<file path="src/rtl/pcf8574_writer.sv">
// pcf8574_writer: writes one byte to a PCF8574 expander through a command-level I2C engine,
// with NACK retries and response timeouts.
module pcf8574_writer #(
  parameter logic [6:0] DEV_ADDR = 7'h20,
  parameter int RETRY_MAX = 3,
  parameter int unsigned TIMEOUT = 2**24
) (
  input  logic       clk,
  input  logic       rst,
  input  logic       wr_valid,
  input  logic [7:0] wr_data,
  output logic       wr_ready,
  output logic       cmd_valid,
  output logic [1:0] cmd_op,
  output logic [7:0] cmd_data,
  input  logic       i2c_busy,
  input  logic       i2c_nack,
  output logic       done,
  output logic       fail,
  output logic [7:0] port_shadow
);
  typedef enum logic [2:0] {IDLE, ISSUE, WAIT_HI, WAIT_LO, CHECK} state_t;
  typedef enum logic [1:0] {ST_START, ST_ADDR, ST_DATA, ST_STOP} step_t;
  state_t      r_state;
  step_t       r_step;
  logic [7:0]  r_byte;
  logic [2:0]  r_retry;
  logic        r_retry_flag;
  logic        r_nack;
  logic [31:0] r_cnt;
  logic [1:0]  w_op;
  logic [7:0]  w_data;
  assign wr_ready = r_state == IDLE;
  always_comb begin
    w_op = r_step == ST_START ? 2'd0 : r_step == ST_STOP ? 2'd2 : 2'd1;
    w_data = r_step == ST_ADDR ? {DEV_ADDR, 1'b0} : r_step == ST_DATA ? r_byte : 8'h00;
  end
  always_ff @(posedge clk) begin
    if (rst) begin
      r_state      <= IDLE;
      r_step       <= ST_START;
      r_byte       <= 8'h00;
      r_retry      <= 3'd0;
      r_retry_flag <= 1'b0;
      r_nack       <= 1'b0;
      r_cnt        <= 32'd0;
      cmd_valid    <= 1'b0;
      cmd_op       <= 2'd0;
      cmd_data     <= 8'h00;
      done         <= 1'b0;
      fail         <= 1'b0;
      port_shadow  <= 8'hFF;
    end else begin
      cmd_valid <= 1'b0;
      done      <= 1'b0;
      fail      <= 1'b0;
      case (r_state)
        IDLE: begin
          r_retry <= 3'd0;
          if (wr_valid) begin
            r_byte       <= wr_data;
            r_step       <= ST_START;
            r_retry_flag <= 1'b0;
            r_state      <= ISSUE;
          end
        end
        ISSUE: if (!i2c_busy) begin
          cmd_valid <= 1'b1;
          cmd_op    <= w_op;
          cmd_data  <= w_data;
          r_cnt     <= 32'd0;
          r_state   <= WAIT_HI;
        end
        WAIT_HI: if (i2c_busy) begin
          r_cnt   <= 32'd0;
          r_state <= WAIT_LO;
        end else if (r_cnt == 32'd3) begin
          fail    <= 1'b1;
          r_state <= IDLE;
        end else r_cnt <= r_cnt + 32'd1;
        WAIT_LO: if (!i2c_busy) begin
          r_nack  <= i2c_nack;
          r_state <= CHECK;
        end else if (r_cnt == 32'(TIMEOUT - 1)) begin
          fail    <= 1'b1;
          r_state <= IDLE;
        end else r_cnt <= r_cnt + 32'd1;
        CHECK: begin
          r_state <= ISSUE;
          if (r_step == ST_START) r_step <= ST_ADDR;
          else if (r_step != ST_STOP) begin
            r_step <= r_nack ? ST_STOP : step_t'(r_step + 2'd1);
            if (r_nack) r_retry_flag <= 1'b1;
          end else if (!r_retry_flag) begin
            done        <= 1'b1;
            port_shadow <= r_byte;
            r_state     <= IDLE;
          end else if (r_retry < 3'(RETRY_MAX)) begin
            r_retry      <= r_retry + 3'd1;
            r_retry_flag <= 1'b0;
            r_step       <= ST_START;
          end else begin
            fail    <= 1'b1;
            r_state <= IDLE;
          end
        end
        default: r_state <= IDLE;
      endcase
    end
  end
endmodule

</file>
<file path="config.mk">
export PLATFORM = sky130hd
export DESIGN_NAME = pcf8574_writer
export DESIGN_NICKNAME = d
export VERILOG_FILES = /design/src/rtl/pcf8574_writer.sv
export SDC_FILE = /design/constraint.sdc
export NUM_CORES = 1
export LEC_CHECK = 0
export CAP_MARGIN = 20
export CORE_UTILIZATION = 57
export DETAILED_ROUTE_END_ITERATION = 6
export GPL_ROUTABILITY_DRIVEN = 0
export MAX_ROUTING_LAYER = met4
export PLACE_DENSITY = 0.91
export SLEW_MARGIN = 0
export SYNTH_ARGS = -nofsm -noshare
export SYNTH_HDL_FRONTEND = slang
export SYNTH_SLANG_ARGS = --single-unit
</file>
<file path="constraint.sdc">
create_clock -name clk -period 2.92 [get_ports clk]
set_clock_uncertainty 0.2 [all_clocks]
set_input_delay 0.73 -clock clk [delete_from_list [all_inputs] [get_ports clk]]
set_output_delay 0.73 -clock clk [all_outputs]
set_load 0.03 [all_outputs]
</file>
# Word-level counts from Yosys, hierarchy flattened
# Index checks and enable logic that the tools add are counted.
[word_totals]
out_inout_bits = 22
word_cells = 111
register_bits = 71
[classes]
bitwise_logic = 6
eq_ne = 24
order_cmp = 1
reduce_logical = 15
n_addsub = 3
n_mux = 49
[op_table]
columns = ["op", "n"]
rows = [
  ["two-way mux 32 bit", 5],
  ["one-hot mux 32 bit (3 select lines)", 1],
  ["adder 32 x 1 -> 32 bit (second input constant)", 1],
  ["== test 32 x 2 -> 1 bit (second input constant)", 1],
  ["== test 32 x 24 -> 1 bit (second input constant)", 1],
  ["two-way mux 3 bit", 10],
  ["two-way mux 1 bit", 18],
  ["inequality test 2 bit (second input constant)", 9],
  ["two-way mux 2 bit", 8],
  ["two-way mux 8 bit", 2],
  ["AND reduction 4 bit", 4],
  ["one-hot mux 3 bit (5 select lines)", 1],
  ["inequality test 3 bit (second input constant)", 4],
  ["AND reduction 5 bit", 2],
  ["inequality test 4 bit (second input constant)", 2],
  ["== test 3 x 2 -> 1 bit (second input constant)", 2],
  ["NOT 1 bit", 6],
  ["one-hot mux 3 bit (2 select lines)", 1],
  ["AND reduction 2 bit", 3],
  ["== test 2 bit (second input constant)", 2],
  ["one-hot mux 2 bit (2 select lines)", 1],
  ["OR reduction 4 bit", 1],
  ["adder 3 x 1 -> 3 bit (second input constant)", 1],
  ["== test 3 x 1 -> 1 bit (second input constant)", 1],
  ["other kinds (11)", 11],
]

# Logic depth before layout (Yosys ltp)
# Gate-level depths: netlist of the first run.
[depth]
ltp_word = 6
ltp_mapped = 9
depth_no_buf = 8

# Worst setup path after synthesis of the first run
# Ideal clock, no wire load.
[synth_timing]
path_kind = "register to register"
from = "register r_state[1]"
to = "register r_step[0]"
synth_period_minus_slack_ns = 2.424
slack_ns = 0.496
arrival_time_ns = 2.092
required_time_ns = 2.588
path_stages_with_launch = 8
setup_time_ns = 0.132
cell_sequence = "dfxtp_1 > clkbuf_1 > nor3_1 > and2_1 > clkbuf_1 > nor2_1 > nand2_1 > a21oi_1"
[synth_via]
elab_chain_cells = 3
elab_cells_between_ends = 8
cone_classes = "4 x eq/ne; 1 x mux; 3 x reduce/logical"
[synth_rtl]
columns = ["item", "line_no", "rtl"]
rows = [
  ["start, declared", "24", "state_t r_state;"],
  ["start signal, assigned", "40", "r_state <= IDLE;"],
  ["start signal, assigned", "64", "r_state <= ISSUE;"],
  ["start signal, assigned", "72", "r_state <= WAIT_HI;"],
  ["logical NOT 3 bit *", "--", ""],
  ["named net wr_ready", "12", "output logic wr_ready,"],
  ["inequality test 2 bit (no source line) / nonzero test 2 bit (equally long branches)", "--", ""],
  ["AND reduction 4 bit (no source line)", "--", ""],
  ["end signal, assigned", "92", "r_step <= r_nack ? ST_STOP : step_t'(r_step + 2'd1);"],
  ["end, declared", "25", "step_t r_step;"],
]
# The timed path passes the listed nets; every way through them passes the cells marked *.
# A chain may end at the register's enable or synchronous reset.

# Worst setup path after layout of the first run
[layout_timing]
from = "register r_cnt[0]"
to = "register r_cnt[27]"
[layout_via]
elab_chain_cells = 4
elab_cells_between_ends = 11
cone_classes = "1 x add/sub; 4 x eq/ne; 5 x mux; 1 x reduce/logical"
[layout_rtl]
columns = ["item", "line_no", "rtl"]
rows = [
  ["start, declared", "30", "logic [31:0] r_cnt;"],
  ["start signal, assigned", "80", "end else r_cnt <= r_cnt + 32'd1;"],
  ["start signal, assigned", "87", "end else r_cnt <= r_cnt + 32'd1;"],
  ["adder 32 x 1 -> 32 bit", "80, 87", ""],
  ["two-way mux 32 bit, on equally long branches", "84, 77", ""],
  ["two-way mux 32 bit, on equally long branches", "81, 74", ""],
  ["one-hot mux 32 bit (3 select lines)", "57", "case (r_state)"],
]
# Several ways; a longest one is shown, not always the timed one. The select of a mux whose other input is x is not followed.

==> metrics.csv, run 1 <==
stage;metric;value;unit
run_status;status;finished, final reports clean;
cts;CTS Buf Count;9;
logic_synthesis;synth top area cells;dfxtp_1 (40%), a21oi_1 (8.6%), nand2_1 (7.1%);
cells_and_area;final core utilization;70.59;%
logic_synthesis;Synth Register Bits;71;
logic_synthesis;synth unique cells;53;
setup_path;Buf+Inv Stages, Crit Path;0;
cts;Clock Path Buffers;2;
logic_synthesis;cells after synthesis;457;
drt;aggregate routed wire length;9.566;mm
cts;post-CTS resize count;0;
timing;setup violators final;0;
cts;clk root buf;clkbuf_8;
job;Max-Cap Viols;0;
cts;H-tree levels;3;
timing;fin. max-slew vios;0;
drt;drc violations;0;
global_route;initial antenna violation count;0;
setup_path;type of origin of the critical path;flip-flop;
global_route;pin count of the biggest net entering global routing;43;
setup_path;Worst EP required;2.97;ns
logic_synthesis;asr flop ratio synth;0;%
logic_synthesis;predominant post-synthesis flop cell;dfxtp_1;
timing;Rel. slew slack;58.36;%
floorplanning;Starting Density;59.56;%
logic_synthesis;sequential share of the synthesized area;40.07;%
cts;CTS tree;built;
power;P_leak;0.001463;uW
placement;Port Buffers;34;
timing;worst-margin pin slew;0.6217;ns
timing;crit share post-route;94.41;%
setup_path;Cell Chain, Critical Path;ha_1 > nand3_2 > or4_4 > nor3_2 > o22a_1 > nor2_1 > o21a_1;
setup_path;CP endpoint kind;flip-flop;
setup_path;CP top delay family;simple AND/OR/NAND/NOR gates;
drt;via count;3734;
setup_path;crit path max fanout;15;
global_route;GRT Overall Usage;30.54;%
placement;Final HPWL DP;6.297;mm
timing;Sum Neg Setup Slack;0;ns
drt;iteration-0 DRC count of the detailed router;534;
timing;Hold Vio Cnt, Final;0;
cells_and_area;layout cells sized above 1;8.617;%
timing;Period minus WS final;2.757;ns
floorplanning;Placeable Area;5956;sq um
floorplanning;Die Y;80.89;um
cts;Worst-path clk slew;0.09;ns
floorplanning;Die Wd;80.89;um
cts;later-pin clock latency in the skew report;0.36;ns
timing;RSZ-0062 raised after global routing;false;
logic_synthesis;Commonest cells post-synth;dfxtp_1 (71), nand2_1 (67), a21oi_1 (61);
cts;post-CTS setup buffers;0;
floorplanning;area of the die;6542;sq um
global_route;vias in the first global route;3271;
cts;CTS Sinks;71;
drt;drt first pass iters;7;
cts;hold buffers post-CTS;0;
logic_synthesis;Mapped Nets;478;
setup_path;Arrival @ worst endpoint;2.80;ns
power;Peak supply drop;0.0003746;V
global_route;first-pass GRT wire length;15.09;mm
drt;vias per cell;6.505;
cells_and_area;P&R area growth vs syn;18.52;%
logic_synthesis;Post-Synthesis Cell Area;3547;sq um
logic_synthesis;top cell type's share of synthesized area;40.07;%
floorplanning;std cell rows;28;
logic_synthesis;cell with the most instances after synthesis;dfxtp_1;
logic_synthesis;syn_area_per_cell;7.762;sq um
cells_and_area;fin nets;515;
setup_path;CP max stage cell;or4_4;
global_route;global route overflow;0;
worst_hold_path;worst hold path type;flip-flop to flip-flop;
logic_synthesis;count of flip-flops with a built-in enable after synthesis;0;
power;Power per Cell Area;494.3;nW/um^2
drt;Routed WL per cell;16.67;um
drt;Post-DRT Antenna Nets;0;
setup_path;Largest stage delay, worst path;0.60;ns
cells_and_area;diodes inserted;0;
floorplanning;# IOs;35;
logic_synthesis;synth warn;0;
timing;Max Fclk;0.3627;GHz
setup_path;critical path class;flip-flop to flip-flop;
logic_synthesis;post-synth top area cell;dfxtp_1;
layer usage:
layer  track usage (%)  wire (um)
met1             38.70       3975
met3             5.955        822
met2             47.82       4599
met4             11.96        168
met5                 -          0
metrics by stage:
| stage | cells | worst slack, ns | hold slack [ns] | area (sq um) | power (uW) |
|---|---|---|---|---|---|
| floorplan | 457 | 0.4963 | 0.2498 | 3547 | 1228 |
| global placement | 557 | 0.1607 | 0.2376 | 4019 | 1331 |
| detailed placement | 557 | 0.08280 | 0.2460 | 4019 | 1340 |
| CTS | 573 | 0.1033 | 0.2574 | 4195 | 2056 |
| global route | 574 | 0.03955 | 0.2808 | 4204 | 2144 |
| finish | 574 | 0.1631 | 0.2539 | 4204 | 2078 |
worst min-delay path, delay by kind of cell (launching register included):
kind	cells	cell delay [ns]
flip-flops	1	0.32
AND/OR/NAND/NOR	1	0.05
AO/OA/AOI/OAI	1	0.05
cell usage in the layout, fill, tap and decap left out, drive strengths merged, types with 2 or more instances in the layout:
cell type and instances:
dfxtp 71, nand2 67, a21oi 61, clkdlybuf4s50 33, o21ai 32, nand3 31, nor2 28, buf 18
a31oi 12, nor3 12, nor4 11, nand4 10, inv 10, clkbuf 9, and2 8, and3 8
or3 8, ha 8, nand3b 7, or4 7, a211oi 6, nand4b 5, o21a 4, and4 3
nand2b 3, clkinv 3, nor2b 2, o211ai 2, a41oi 2, o31ai 2, nor3b 2
logic make-up after synthesis:
kind of cell,Yosys count,synth area share (%)
adders and majority gates,8,2.822
buffers and inverters,33,3.844
xor gates and xnor gates,1,0.2470
AOI/OAI and AO/OA,129,21.23
and+or+nand+nor,214,31.50
DFF,71,40.07
muxes,1,0.2822
sequential cells by signal (all words and copies together) (netlist names), 2 cells and up:
| register | cells |
|---|---|
| r_cnt | 32 |
| cmd_data | 8 |
| port_shadow | 8 |
| r_byte | 8 |
| r_retry | 3 |
| r_state | 3 |
| cmd_op | 2 |
| r_step | 2 |
power by group:
group / leakage [uW] / total, uW / internal, uW / switching (uW)
Clock: 0.0000908 / 738 / 317 / 420
Combinational: 0.000798 / 333 / 114 / 219
Sequential: 0.000574 / 1010 / 988 / 20.0
layout make-up:
class	count	area, sq um
Clock buffer	9	123.9
Sequential cell	71	1421
Tap cell	75	93.84
Clock inverter	7	52.55
Inverter	7	26.28
Multi-Input combinational cell	354	1998
Timing Repair Buffer	51	488.0
Fill cell	476	1752
worst paths after layout:
kind | start | slack (ns) | cells past startpoint | to
worst max register to register | r_cnt[0] | 0.16 | 7 | r_cnt[27]
worst max-delay path | r_cnt[0] | 0.16 | 7 | r_cnt[27]
worst min-delay path | cmd_data[5] | 0.25 | 2 | cmd_data[5]
worst min register to register | cmd_data[5] | 0.25 | 2 | cmd_data[5]
No activity file was read; power rests on OpenSTA's default activity.
==> inputs of run 2 (changes only) <==
Settings changed: CORE_MARGIN set to 3, SLEW_MARGIN 0 to not set.
==> run 2 against run 1 <==
Compared with the run above: utilization grew 0.44 points; setup slack improved by 0.035 ns; first-iteration DRC count down 19%; count of clock-buffer cells in the layout is 1 higher; critical endpoint is now wr_ready; via count down 0.24%; cell area is 1.2% higher; critical path depth shrank 5; largest cell class unchanged; worst hold slack better by 0.0033 ns; final cell count unchanged.
==> metrics.csv, run 2 (synthesized netlist as in run 1, its figures left out) <==
stage;metric;value;unit
cells_and_area;final core utilization;71.03;%
global_route;initial antenna violation count;0;
worst_hold_path;worst hold path type;flip-flop to flip-flop;
floorplanning;Die Y;84.89;um
setup_path;CP max stage cell;clkdlybuf4s50_1;
cts;CTS Sinks;71;
timing;setup violators final;0;
setup_path;CP endpoint kind;output pin;
drt;drt first pass iters;5;
cells_and_area;max reg flops;32;
cts;CTS tree;built;
cells_and_area;most common cell after layout, fill and taps aside;dfxtp_1;
cells_and_area;most frequent cells in the layout;dfxtp_1 (71), nand2_1 (67), a21oi_1 (61);
setup_path;type of origin of the critical path;flip-flop;
setup_path;Cell Chain, Critical Path;nor3_1 > clkdlybuf4s50_1;
cts;Clock Path Buffers;2;
cts;H-tree levels;3;
timing;final hold slack;0.2571;ns
placement;Final HPWL DP;6.394;mm
setup_path;Arrival @ worst endpoint;1.79;ns
drt;drc violations;0;
timing;worst-margin pin slew;0.5944;ns
timing;Sum Neg Setup Slack;0;ns
floorplanning;area of the die;7205;sq um
timing;Hold Vio Cnt, Final;0;
worst_hold_path;Hold Path Sink;cmd_data[0];
run_status;status;finished, final reports clean;
floorplanning;Starting Density;59.21;%
setup_path;Largest stage delay, worst path;0.72;ns
cells_and_area;layout cells sized above 1;8.617;%
timing;fin. max-slew vios;0;
global_route;vias in the first global route;3517;
setup_path;crit path max fanout;12;
drt;via count;3725;
cts;later-pin clock latency in the skew report;0.36;ns
worst_hold_path;Hold Path Depth;2;
cells_and_area;design area;4255;sq um
placement;Post-DP Area;4026;sq um
cts;post-CTS setup buffers;0;
drt;iteration-0 DRC count of the detailed router;433;
timing;RSZ-0062 raised after global routing;false;
power;P_leak;0.001493;uW
global_route;pin count of the biggest net entering global routing;32;
floorplanning;Placeable Area;5991;sq um
drt;Post-DRT Antenna Nets;0;
job;Max-Cap Viols;0;
cells_and_area;Top reg by flops;r_cnt;
worst_hold_path;min-delay src;cmd_data[0];
timing;crit share post-route;93.21;%
global_route;first-pass GRT wire length;16.07;mm
floorplanning;Die Wd;84.89;um
power;PnR Total Power;2256;uW
cts;Worst-path clk slew;0.08;ns
power;Peak supply drop;0.0003764;V
floorplanning;# IOs;35;
timing;Rel. slew slack;60.01;%
setup_path;Register-to-Register Setup Slack;0.25;ns
setup_path;Worst EP required;1.99;ns
timing;Max Fclk;0.3674;GHz
setup_path;reg-to-reg endpoint;r_cnt[16];
cts;post-CTS resize count;0;
setup_path;Buf+Inv Stages, Crit Path;1;
cts;CTS Buf Count;9;
setup_path;Worst R2R Path Depth;7;
global_route;global route overflow;0;
placement;Port Buffers;34;
global_route;GRT Overall Usage;28.03;%
cells_and_area;P&R area growth vs syn;19.96;%
setup_path;Worst R2R Start;r_cnt[0];
drt;aggregate routed wire length;9.692;mm
cells_and_area;fin nets;515;
power;Power per Cell Area;530.0;nW/um^2
setup_path;critical path class;flip-flop to output pin;
cts;clk root buf;clkbuf_8;
drt;vias per cell;6.490;
cts;hold buffers post-CTS;0;
timing;Period minus WS final;2.722;ns
cells_and_area;diodes inserted;0;
setup_path;CP top delay family;buffers and inverters;
drt;Routed WL per cell;16.89;um
floorplanning;std cell rows;28;
[run 2: layer usage]
metal,global-route usage [%],vias up,share of wire [%]
met1,34.27,1698,41
li1,-,1762,-
met2,44.70,223,47
met3,5.728,42,8.5
met5,-,-,0
met4,12.66,0,3.2
[run 2: area by class of cell]
| cell class | instances | area (sq um) |
|---|---|---|
| fillers | 469 | 1735 |
| clock inverters | 6 | 91.34 |
| flip-flops and latches | 71 | 1421 |
| clock buffers | 10 | 137.6 |
| inverters | 7 | 26.28 |
| multi-input cells | 353 | 1989 |
| repair buffers | 52 | 495.5 |
| well taps | 75 | 93.84 |
[run 2: report_power, final]
part,internal [uW],leakage [uW],total [uW],switching (uW)
Clock,509,0.000117,910,401
Sequential,988,0.000574,1010,23.2
Combinational,123,0.000802,335,212
Total,1620,0.00149,2260,637
[run 2: per-stage QoR]
step	std cells	setup WS, ns
finish	574	0.1982
global route	574	0.08180
CTS	574	0.1936
detailed placement	558	0.1613
global placement	558	0.2035
floorplan	457	0.4963
[run 2: worst max path at each step]
stage,from,cells after the start,end
floorplan,r_state[1],7,r_step[0]
global placement,i2c_busy,6,r_cnt[25]
detailed placement,i2c_busy,6,r_cnt[29]
CTS,r_state[0],2,wr_ready
global route,r_cnt[27],6,r_cnt[20]
finish,r_state[0],2,wr_ready
[run 2: worst reg2reg max path, cell delays in order, from the launching register on]
cell and delay [ns]:
dfxtp_1 0.35, ha_1 0.22, nand3_2 0.13, or4_4 0.59, nor3_2 0.28, o22a_1 0.50, or3_1 0.19, a21oi_1 0.07
